[src/rtl/i2c_sram_target.sv]
// i2c_sram_target
//
// Purpose
//   I2C target (slave) that fronts an internal byte-wide SRAM of MEM_DEPTH
//   words. It supports 1- or 2-byte word addressing, page-wrapped multi-byte
//   writes, sequential and current-address reads, repeated-START random reads
//   and master ACK/NACK handling on reads.
//
// Ports
//   clock     in   system clock, all logic on the rising edge
//   reset     in   asynchronous, active-high reset
//   A0/A1/A2  in   device-address strap pins (static)
//   SCL       in   raw bus clock from the pad
//   sda_in    in   raw SDA from the pad
//   sda_oe    out  1 = pull SDA low, 0 = release (open drain)
//   busy      out  high from own-address ACK until STOP / non-matching START
//   wr_pulse  out  one-cycle pulse per byte committed to the SRAM
//
// Configuration
//   I2C_SPIKE_FILTER_EN  when defined, a 3-sample majority filter follows the
//                        synchronisers on SCL and SDA (adds 2 clocks of event
//                        latency, rejects glitches of one clock or less).

module i2c_sram_target #(
  parameter logic [3:0] DEV_ADDR_HI = 4'b1010,
  parameter int         MEM_DEPTH   = 256,
  parameter int         ADDR_BYTES  = 1,
  parameter int         PAGE_SIZE   = 16,
  parameter int         SYNC_STAGES = 2
) (
  input  logic clock,
  input  logic reset,
  input  logic A0,
  input  logic A1,
  input  logic A2,
  input  logic SCL,
  input  logic sda_in,
  output logic sda_oe,
  output logic busy,
  output logic wr_pulse
);

  localparam int            AW           = $clog2(MEM_DEPTH);
  localparam int            WAW          = 8 * ADDR_BYTES;
  localparam logic [AW-1:0] PAGE_MASK    = AW'(PAGE_SIZE - 1);
  localparam logic [1:0]    ADDR_CNT_END = 2'(ADDR_BYTES);

  typedef enum logic [3:0] {
    ST_IDLE,
    ST_DEV,
    ST_DEV_ACK,
    ST_WADDR,
    ST_WADDR_ACK,
    ST_WDATA,
    ST_WDATA_ACK,
    ST_RDATA,
    ST_RACK,
    ST_IGNORE
  } state_t;

  // Synchronisers for the raw pad inputs. They reset to 1 so an idle bus
  // does not produce a spurious edge when reset is released.
  logic [SYNC_STAGES-1:0] scl_sync;
  logic [SYNC_STAGES-1:0] sda_sync;
  logic                   scl_s;
  logic                   sda_s;

  always_ff @(posedge clock or posedge reset) begin
    if (reset) begin
      scl_sync <= '1;
      sda_sync <= '1;
    end else begin
      scl_sync <= {scl_sync[SYNC_STAGES-2:0], SCL};
      sda_sync <= {sda_sync[SYNC_STAGES-2:0], sda_in};
    end
  end

  assign scl_s = scl_sync[SYNC_STAGES-1];
  assign sda_s = sda_sync[SYNC_STAGES-1];

  logic scl_f;
  logic sda_f;

`ifdef I2C_SPIKE_FILTER_EN
  // Majority vote over the current and two previous synchronised samples.
  // A pulse that lasts a single sample never wins the vote.
  logic [1:0] scl_hist;
  logic [1:0] sda_hist;

  always_ff @(posedge clock or posedge reset) begin
    if (reset) begin
      scl_hist <= '1;
      sda_hist <= '1;
      scl_f    <= 1'b1;
      sda_f    <= 1'b1;
    end else begin
      scl_hist <= {scl_hist[0], scl_s};
      sda_hist <= {sda_hist[0], sda_s};
      scl_f    <= (scl_s & scl_hist[0]) | (scl_s & scl_hist[1]) | (scl_hist[0] & scl_hist[1]);
      sda_f    <= (sda_s & sda_hist[0]) | (sda_s & sda_hist[1]) | (sda_hist[0] & sda_hist[1]);
    end
  end
`else
  assign scl_f = scl_s;
  assign sda_f = sda_s;
`endif

  // One-flop delay of the cleaned bus lines, used to find edges and
  // START/STOP conditions.
  logic scl_d;
  logic sda_d;

  always_ff @(posedge clock or posedge reset) begin
    if (reset) begin
      scl_d <= 1'b1;
      sda_d <= 1'b1;
    end else begin
      scl_d <= scl_f;
      sda_d <= sda_f;
    end
  end

  logic scl_rise;
  logic scl_fall;
  logic start_det;
  logic stop_det;

  assign scl_rise  = scl_f & ~scl_d;
  assign scl_fall  = ~scl_f & scl_d;
  assign start_det = scl_f & scl_d & sda_d & ~sda_f;
  assign stop_det  = scl_f & scl_d & ~sda_d & sda_f;

  // Registered protocol state and its next-state values.
  state_t         state,      state_nxt;
  logic [3:0]     bit_cnt,    bit_cnt_nxt;
  logic [6:0]     rx_shift,   rx_shift_nxt;
  logic [6:0]     tx_shift,   tx_shift_nxt;
  logic [WAW-2:0] addr_shift, addr_shift_nxt;
  logic [1:0]     addr_cnt,   addr_cnt_nxt;
  logic [AW-1:0]  ptr,        ptr_nxt;
  logic           rw,         rw_nxt;
  logic           rd_load,    rd_load_nxt;
  logic           sda_oe_nxt;
  logic           busy_nxt;
  logic           wr_pulse_nxt;

  logic [7:0]     rx_byte;
  logic [WAW-1:0] addr_word;
  logic [6:0]     own_addr;
  logic [AW-1:0]  ptr_page_inc;

  assign rx_byte      = {rx_shift, sda_f};
  assign addr_word    = {addr_shift, sda_f};
  assign own_addr     = {DEV_ADDR_HI, A2, A1, A0};
  assign ptr_page_inc = (ptr & ~PAGE_MASK) | ((ptr + 1'b1) & PAGE_MASK);

  // SRAM port controls, produced by the FSM below.
  logic       mem_we;
  logic       mem_re;
  logic [7:0] mem_wdata;
  logic [7:0] mem_q;
  logic [7:0] mem [MEM_DEPTH];

  // Byte-wide SRAM with a one-cycle synchronous read. Contents survive reset
  // on purpose, so there is no reset branch here.
  always_ff @(posedge clock) begin
    if (mem_we) begin
      mem[ptr] <= mem_wdata;
    end
    if (mem_re) begin
      mem_q <= mem[ptr];
    end
  end

  // State register for the protocol FSM and its datapath.
  always_ff @(posedge clock or posedge reset) begin
    if (reset) begin
      state      <= ST_IDLE;
      bit_cnt    <= '0;
      rx_shift   <= '0;
      tx_shift   <= '0;
      addr_shift <= '0;
      addr_cnt   <= '0;
      ptr        <= '0;
      rw         <= 1'b0;
      rd_load    <= 1'b0;
      sda_oe     <= 1'b0;
      busy       <= 1'b0;
      wr_pulse   <= 1'b0;
    end else begin
      state      <= state_nxt;
      bit_cnt    <= bit_cnt_nxt;
      rx_shift   <= rx_shift_nxt;
      tx_shift   <= tx_shift_nxt;
      addr_shift <= addr_shift_nxt;
      addr_cnt   <= addr_cnt_nxt;
      ptr        <= ptr_nxt;
      rw         <= rw_nxt;
      rd_load    <= rd_load_nxt;
      sda_oe     <= sda_oe_nxt;
      busy       <= busy_nxt;
      wr_pulse   <= wr_pulse_nxt;
    end
  end

  // Next-state and output logic. START/STOP override any bit handling in
  // the same cycle. In the ACK states sda_oe doubles as the phase marker:
  // the first SCL fall asserts it, the second one ends the ACK slot.
  always_comb begin
    state_nxt      = state;
    bit_cnt_nxt    = bit_cnt;
    rx_shift_nxt   = rx_shift;
    tx_shift_nxt   = tx_shift;
    addr_shift_nxt = addr_shift;
    addr_cnt_nxt   = addr_cnt;
    ptr_nxt        = ptr;
    rw_nxt         = rw;
    rd_load_nxt    = rd_load;
    sda_oe_nxt     = sda_oe;
    busy_nxt       = busy;
    wr_pulse_nxt   = 1'b0;
    mem_we         = 1'b0;
    mem_re         = 1'b0;
    mem_wdata      = rx_byte;

    if (stop_det) begin
      state_nxt   = ST_IDLE;
      sda_oe_nxt  = 1'b0;
      busy_nxt    = 1'b0;
      rd_load_nxt = 1'b0;
    end else if (start_det) begin
      state_nxt   = ST_DEV;
      bit_cnt_nxt = '0;
      sda_oe_nxt  = 1'b0;
      rd_load_nxt = 1'b0;
    end else begin
      case (state)
        ST_IDLE, ST_IGNORE: begin
        end

        ST_DEV: begin
          if (scl_rise) begin
            rx_shift_nxt = rx_byte[6:0];
            bit_cnt_nxt  = bit_cnt + 4'd1;
            if (bit_cnt == 4'd7) begin
              bit_cnt_nxt = '0;
              if (rx_byte[7:1] == own_addr) begin
                state_nxt = ST_DEV_ACK;
                busy_nxt  = 1'b1;
                rw_nxt    = rx_byte[0];
              end else begin
                state_nxt = ST_IGNORE;
                busy_nxt  = 1'b0;
              end
            end
          end
        end

        ST_DEV_ACK: begin
          if (scl_fall) begin
            if (!sda_oe) begin
              sda_oe_nxt = 1'b1;
            end else begin
              sda_oe_nxt = 1'b0;
              if (rw) begin
                state_nxt   = ST_RDATA;
                mem_re      = 1'b1;
                rd_load_nxt = 1'b1;
              end else begin
                state_nxt    = ST_WADDR;
                addr_cnt_nxt = '0;
              end
            end
          end
        end

        ST_WADDR: begin
          if (scl_rise) begin
            addr_shift_nxt = addr_word[WAW-2:0];
            bit_cnt_nxt    = bit_cnt + 4'd1;
            if (bit_cnt == 4'd7) begin
              bit_cnt_nxt  = '0;
              addr_cnt_nxt = addr_cnt + 2'd1;
              state_nxt    = ST_WADDR_ACK;
              if (addr_cnt + 2'd1 == ADDR_CNT_END) begin
                ptr_nxt = AW'(addr_word);
              end
            end
          end
        end

        ST_WADDR_ACK: begin
          if (scl_fall) begin
            if (!sda_oe) begin
              sda_oe_nxt = 1'b1;
            end else begin
              sda_oe_nxt = 1'b0;
              state_nxt  = (addr_cnt == ADDR_CNT_END) ? ST_WDATA : ST_WADDR;
            end
          end
        end

        ST_WDATA: begin
          if (scl_rise) begin
            rx_shift_nxt = rx_byte[6:0];
            bit_cnt_nxt  = bit_cnt + 4'd1;
            if (bit_cnt == 4'd7) begin
              bit_cnt_nxt  = '0;
              mem_we       = 1'b1;
              wr_pulse_nxt = 1'b1;
              ptr_nxt      = ptr_page_inc;
              state_nxt    = ST_WDATA_ACK;
            end
          end
        end

        ST_WDATA_ACK: begin
          if (scl_fall) begin
            if (!sda_oe) begin
              sda_oe_nxt = 1'b1;
            end else begin
              sda_oe_nxt = 1'b0;
              state_nxt  = ST_WDATA;
            end
          end
        end

        ST_RDATA: begin
          if (rd_load) begin
            rd_load_nxt  = 1'b0;
            tx_shift_nxt = mem_q[6:0];
            sda_oe_nxt   = ~mem_q[7];
            bit_cnt_nxt  = '0;
          end else if (scl_rise) begin
            bit_cnt_nxt = bit_cnt + 4'd1;
          end else if (scl_fall) begin
            if (bit_cnt == 4'd8) begin
              sda_oe_nxt  = 1'b0;
              ptr_nxt     = ptr + 1'b1;
              bit_cnt_nxt = '0;
              state_nxt   = ST_RACK;
            end else begin
              sda_oe_nxt   = ~tx_shift[6];
              tx_shift_nxt = {tx_shift[5:0], 1'b0};
            end
          end
        end

        ST_RACK: begin
          if (scl_rise) begin
            if (!sda_f) begin
              bit_cnt_nxt = 4'd1;
            end else begin
              state_nxt = ST_IGNORE;
            end
          end else if (scl_fall && bit_cnt == 4'd1) begin
            state_nxt   = ST_RDATA;
            mem_re      = 1'b1;
            rd_load_nxt = 1'b1;
          end
        end

        default: begin
          state_nxt  = ST_IDLE;
          sda_oe_nxt = 1'b0;
        end
      endcase
    end
  end

endmodule

[config.mk]
export PLATFORM = sky130hd
export DESIGN_NAME = i2c_sram_target
export DESIGN_NICKNAME = d
export VERILOG_FILES = /design/src/rtl/i2c_sram_target.sv
export SDC_FILE = /design/constraint.sdc
export NUM_CORES = 2
export LEC_CHECK = 0
export CAP_MARGIN = 20
export CORE_MARGIN = 8
export CORE_UTILIZATION = 55
export DETAILED_ROUTE_END_ITERATION = 10
export GPL_TIMING_DRIVEN = 0
export PLACE_DENSITY_LB_ADDON = 0.1
export RECOVER_POWER = 50
export SYNTH_ARGS = -nofsm -noshare
export SYNTH_HDL_FRONTEND = slang
export SYNTH_SLANG_ARGS = --single-unit
export TNS_END_PERCENT = 30
[constraint.sdc]
create_clock -name clock -period 9.73 [get_ports clock]
set_input_delay 1.946 -clock clock [delete_from_list [all_inputs] [get_ports clock]]
set_output_delay 1.946 -clock clock [all_outputs]
set_load 0.01 [all_outputs]
# Yosys cells after proc, flatten, opt, wreduce, memory -nomap -nowiden
# Memories as Yosys holds them, arrays and structs flattened. A register that Yosys moved wholly into a read port is not among the register bits.
# Cells that the tools add are included.
# W data, S select, Z words.
# totals
memories	1
word_cells	216
reg_bits	50
out_inout_bits	3
input_bits	7
ramBits	2048
# mem_list
memory	words	word_bits	rd	rd_ports_with_merged_regs	write_ports	line_no	text
mem	256	8	1	1	1	162	logic [7:0] mem [MEM_DEPTH];
# op_classes
eq_ne	61
mux	93
reduce_logical	26
n_bitwise	16
add_sub_neg	3
# op_table
operator	n
$mux W4	31
$ne A4 B4 Y1 const B	19
$mux W8	9
$pmux W4 S9	1
$mux W1	35
$ne A5 B5 Y1 const B	6
$mux W7	4
$ne A2 B2 Y1 const B	13
$pmux W8 S3	1
$eq A4 B3 Y1 const B	5
$reduce_and A19 Y1	1
$reduce_and A6 Y1	3
$reduce_and A4 Y1	4
$eq A4 B4 Y1 const B	3
$pmux W4 S3	1
$reduce_and A12 Y1	1
$mux W2	5
$reduce_bool A2 Y1	5
$ne A3 B3 Y1 const B	3
$add A8 B1 Y8 const B	1
$eq A4 B1 Y1 const B	2
$eq A4 B2 Y1 const B	2
$not A1 Y1	8
$or A8 B4 Y8	1
22 further kinds	35

# Longest topological paths before layout
# logic_depth
ltp_word	8
ltp_mapped	10
depth_no_buf	8

# Worst setup path before layout
# No wires, ideal clock.
# synth_timing
kind	register to register
start	register rx_shift[4]
end	register state[0]
slack_ps	5228
path_stages_with_launch	6
path_buffers	0
arrival_ps	4377
t_required_ps	9605
period_less_slack_ps	4502
setup_time_ps	125
cell_sequence	dfrtp_1 -> nand4bb_1 -> nor4_1 -> nand2b_1 -> a32oi_1 -> mux2_2
# synth_between
elab_chain_len	7
# synth_lines
element	line_no	text
start, declared	136	logic [6:0] rx_shift, rx_shift_nxt;
start signal, assigned	193	rx_shift <= rx_shift_nxt;
$eq A7 B7 Y1	247	if (rx_byte[7:1] == own_addr) begin
$mux W4	247	
$mux W4	245	if (bit_cnt == 4'd7) begin
$mux W4	242	if (scl_rise) begin
$pmux W4 S9	237	case (state)
$mux W4	231	end else if (start_det) begin
$mux W4	226	if (stop_det) begin
end signal, assigned	191	state <= state_nxt;
end, declared	134	state_t state, state_nxt;
# Every way passes these cells. The select of a mux whose other input is x is not followed.
# A chain may end at the register's enable or synchronous reset.

# Worst setup path in the final report
# layout_timing
start	register sda_sync[1]
end	memory mem[72][0], enable pin
# layout_between
elab_chain_len	6
elab_cells_between_ends	7
cone_classes	mux (4); bitwise (3)
# layout_lines
element	line_no	text
start, declared	64	logic [SYNC_STAGES-1:0] sda_sync;
start signal, assigned	74	sda_sync <= {sda_sync[SYNC_STAGES-2:0], sda_in};
$not A1 Y1	130	assign start_det = scl_f & scl_d & sda_d & ~sda_f;
$and A1 B1 Y1	130	
$mux W1	231	
$mux W1 (*)	226	
$mux W1 (*)	167	if (mem_we) begin
$mux W1 (not written as such) (*)	168	mem[ptr] <= mem_wdata;
end, declared	162	
# Mark *: on every way between the ends. The rest lies on a longest branch, timed or not.

==> impl_metrics.tcl <==
set metrics [dict create \
    dp_cells 5815 \
    critPathMaxFanout 61 \
    relSlewSlack -1.87 \
    cts_resized 0 \
    placed_cell_area_mm2 0.0849 \
    ios 10 \
    ctsLongestPathBuffers 3 \
    dr.first_iter.drc_count 5808 \
    grt_pass1_vias 40300 \
    clock_power_share 0.407 \
    switching_share 0.222 \
    regToRegStartpoint "sda_sync[1]" \
    cp-start-kind "flop" \
    clkSlewWorstSetupHoldPaths_ns 0.06 \
    holdCritPathClass "flop to flop" \
    status "complete, but fails checks" \
    ir_worst_vdd_v 0.000158 \
    grt_start_max_net_pins 95 \
    antenna_found_initial 7 \
    cpPeakStageDelay_ns 2.02 \
    synth_top_area_share 0.758 \
    synth_nets 3859 \
    slowest_stage "dfstp_1" \
    numCtsBuffers 209 \
    die_w_um 401 \
    p_comb_frac 0.047 \
    yosys-top-cells-count "edfxtp_1 (2056), mux4_2 (512), nor2_1 (287), a22oi_1 (261), a21oi_1 (147)" \
    fin_area_mm2 0.0912 \
    worst_skew_pair.late_latency_ns 0.85 \
    cap_violations 26 \
    finalClockSkew_ns 0.0336 \
    yosysTopAreaCell "edfxtp_1" \
    cts_tree "done" \
    area.growth.synth_to_final_pct 11.9 \
    htree_num_levels 4 \
    fmax_mhz 152 \
    power_frac_seq 0.547 \
    hold_end "scl_sync[1]" \
    finalCritPeriodShare 0.674 \
    ys_types 63 \
    crit_family "simple AND/OR/NAND/NOR gates" \
    grt_use_total 0.273 \
    yosys_warnings 0 \
    min_from "scl_sync[0]" \
    leakagePower_nw 28.0 \
    min_period_ns 6.56 \
    vias 41200 \
    postCtsHoldBufs 0 \
    rows 141 \
    setup_viol 0 \
    path_cells "buf_16 > xor2_1 > nand2_1 > nand2_1 > nor3_4 > nand3_1 > clkbuf_2 > nor2_1" \
    violations "capacitance limit, slew limit" \
    p_per_area_mw_per_mm2 215 \
    holdPathStages 0 \
    instances_no_fill 6207 \
    gr-total-overflow 0 \
    wirelength_um 222000 \
    drt-vias-per-instance 6.64 \
    drv_slew 1663 \
    regToRegEndpoint "mem[72][0]" \
    r2r_slack_ns 3.17 \
    netlist_area_mm2 0.0815 \
    synth_area_per_cell_um2 21.2 \
    cp.required_ns 10.20 \
    cts_root_buf "clkbuf_16" \
    ys_ff_latch 2106 \
    core_mm2 0.147 \
    crit_buf_inv 2 \
    p_int_mw 15.2 \
    post_cts_buffers 0 \
    power.switching_mw 4.34 \
    drive_gt1_frac 0.223 \
    synth_edf_count 2056 \
    start_util 0.552 \
    synth_most_common_cell "edfxtp_1" \
    place_hpwl_um 146000 \
    drtAntennaViolNets 0 \
    fill_cells 10300 \
    die_area_mm2 0.161 \
    yosysSeqAreaShare 0.773 \
    rsz0062_at_grt "no" \
    drt_first_pass_iters 6 \
    wire_per_inst_um 35.8 \
    end_kind "flop" \
    synth_ff_type "edfxtp_1" \
    remaining_drc_errors 0 \
    port-buffer-count 9 \
    synthTopCellsByArea "edfxtp_1 (76%), mux4_2 (14%), a22oi_1 (2.4%), dfrtp_1 (1.4%), nor2_1 (1.3%)" \
    cts_sinks 2106 \
    finalNetCount 4117 \
    place.gp.congestion 0.984 \
    arrival_ns 7.03 \
    hold_viol 0 \
    worst-r2r-cell-count 8 \
    synthesis.instances 3840 \
    synthArstFlopShare 0.0237 \
    cp_common_cell "nand2_1" \
    crit_type "flop to flop" \
    final.setup.tns_ns 0 \
    grt_pass1_wl_um 309000 \
    tightest_slew_ns 4.31 \
    die_h_um 401 \
]
-- stage by stage --
| stage | worst slack (ns) | hold slack [ns] | power, mW | utilization |
|---|---|---|---|---|
| 2_1_floorplan | 5.23 | 0.345 | 11.3 | - |
| 3_3_place_gp | 1.11 | 0.350 | 12.0 | 0.569 |
| 3_5_place_dp | 4.04 | 0.348 | 11.8 | 0.575 |
| 4_1_cts | 4.05 | 0.361 | 19.7 | 0.621 |
| 5_1_grt | 2.94 | 0.368 | 20.1 | 0.618 |
| 6_report | 3.17 | 0.364 | 19.6 | 0.618 |
-- sequential cells by signal (all words and copies together) (netlist names), 2 cells and up --
signal      flops
scl_sync        2
mem_q           8
tx_shift        7
mem          2048
ptr             8
rx_shift        7
state           4
addr_shift      7
sda_sync        2
addr_cnt        2
bit_cnt         4
-- how the worst max path moves through the flow --
| stage | startpoint | to | slack (ns) | cells after the start |
|---|---|---|---|---|
| 2_1_floorplan | rx_shift[4] | state[0] | 5.23 | 5 |
| 3_3_place_gp | sda_sync[1] | mem[72][0] | 1.11 | 7 |
| 3_5_place_dp | ptr[2] | mem[72][0] | 4.04 | 9 |
| 4_1_cts | ptr[2] | mem[75][7] | 4.05 | 9 |
| 5_1_grt | rx_shift[6] | mem[97][7] | 2.94 | 2 |
| 6_report | sda_sync[1] | mem[72][0] | 3.17 | 8 |
-- final cells by class --
cell class                      instances  area (µm²)  share of cell area
Buffer                                242        1130              0.0124
Antenna cell                            3        7.51           0.0000823
Multi-Input combinational cell       1477       17300               0.190
Timing Repair Buffer                   47         569             0.00624
Sequential cell                      2106       63000               0.691
Tap cell                             1930        2410              0.0265
Inverter                               15        56.3            0.000617
Clock buffer                          256        5500              0.0603
Clock inverter                        131        1230              0.0135
-- power by group through the flow --
stage,clock [mW],sequential (mW),combinational (mW)
4_1_cts,8.03,10.6,0.984
3_5_place_dp,0,10.8,0.986
6_report,7.96,10.7,0.919
2_1_floorplan,0,11.1,0.248
5_1_grt,8.36,10.7,0.981
3_3_place_gp,0,11.6,0.330
-- cell usage in the layout (no fill, tap or decap), types with 18 or more instances in the layout --
cell       instances
buf_1             29
dfrtp_1           44
mux2_2            18
nand2_1           35
clkinv_2          45
clkbuf_16        212
o21ai_0           24
nand3_1           20
buf_2             55
a21oi_1          147
mux4_2           512
bufinv_16         18
clkinv_1          51
o41ai_1           32
a22oi_1          261
nor2_1           287
clkbuf_1         184
edfxtp_1        2056
-- kinds of logic after synthesis --
group	Yosys count	share of synthesized area
xor gates and xnor gates	6	0.000645
DFF	2106	0.773
muxes	540	0.145
adders and majority gates	12	0.00184
and+or+nand+nor	425	0.0236
AOI/OAI and AO/OA	494	0.0408
buffers and inverters	257	0.0144
-- routing by layer --
metal / vias to the layer above / part of all wire / GRT usage
met5: - / 0.00064 / 0.00535
met4: 12 / 0.048 / 0.115
met3: 479 / 0.11 / 0.0707
met2: 2290 / 0.46 / 0.413
met1: 21800 / 0.38 / 0.380
li1: 16700 / - / -
(Power assumes the default switching activity.)
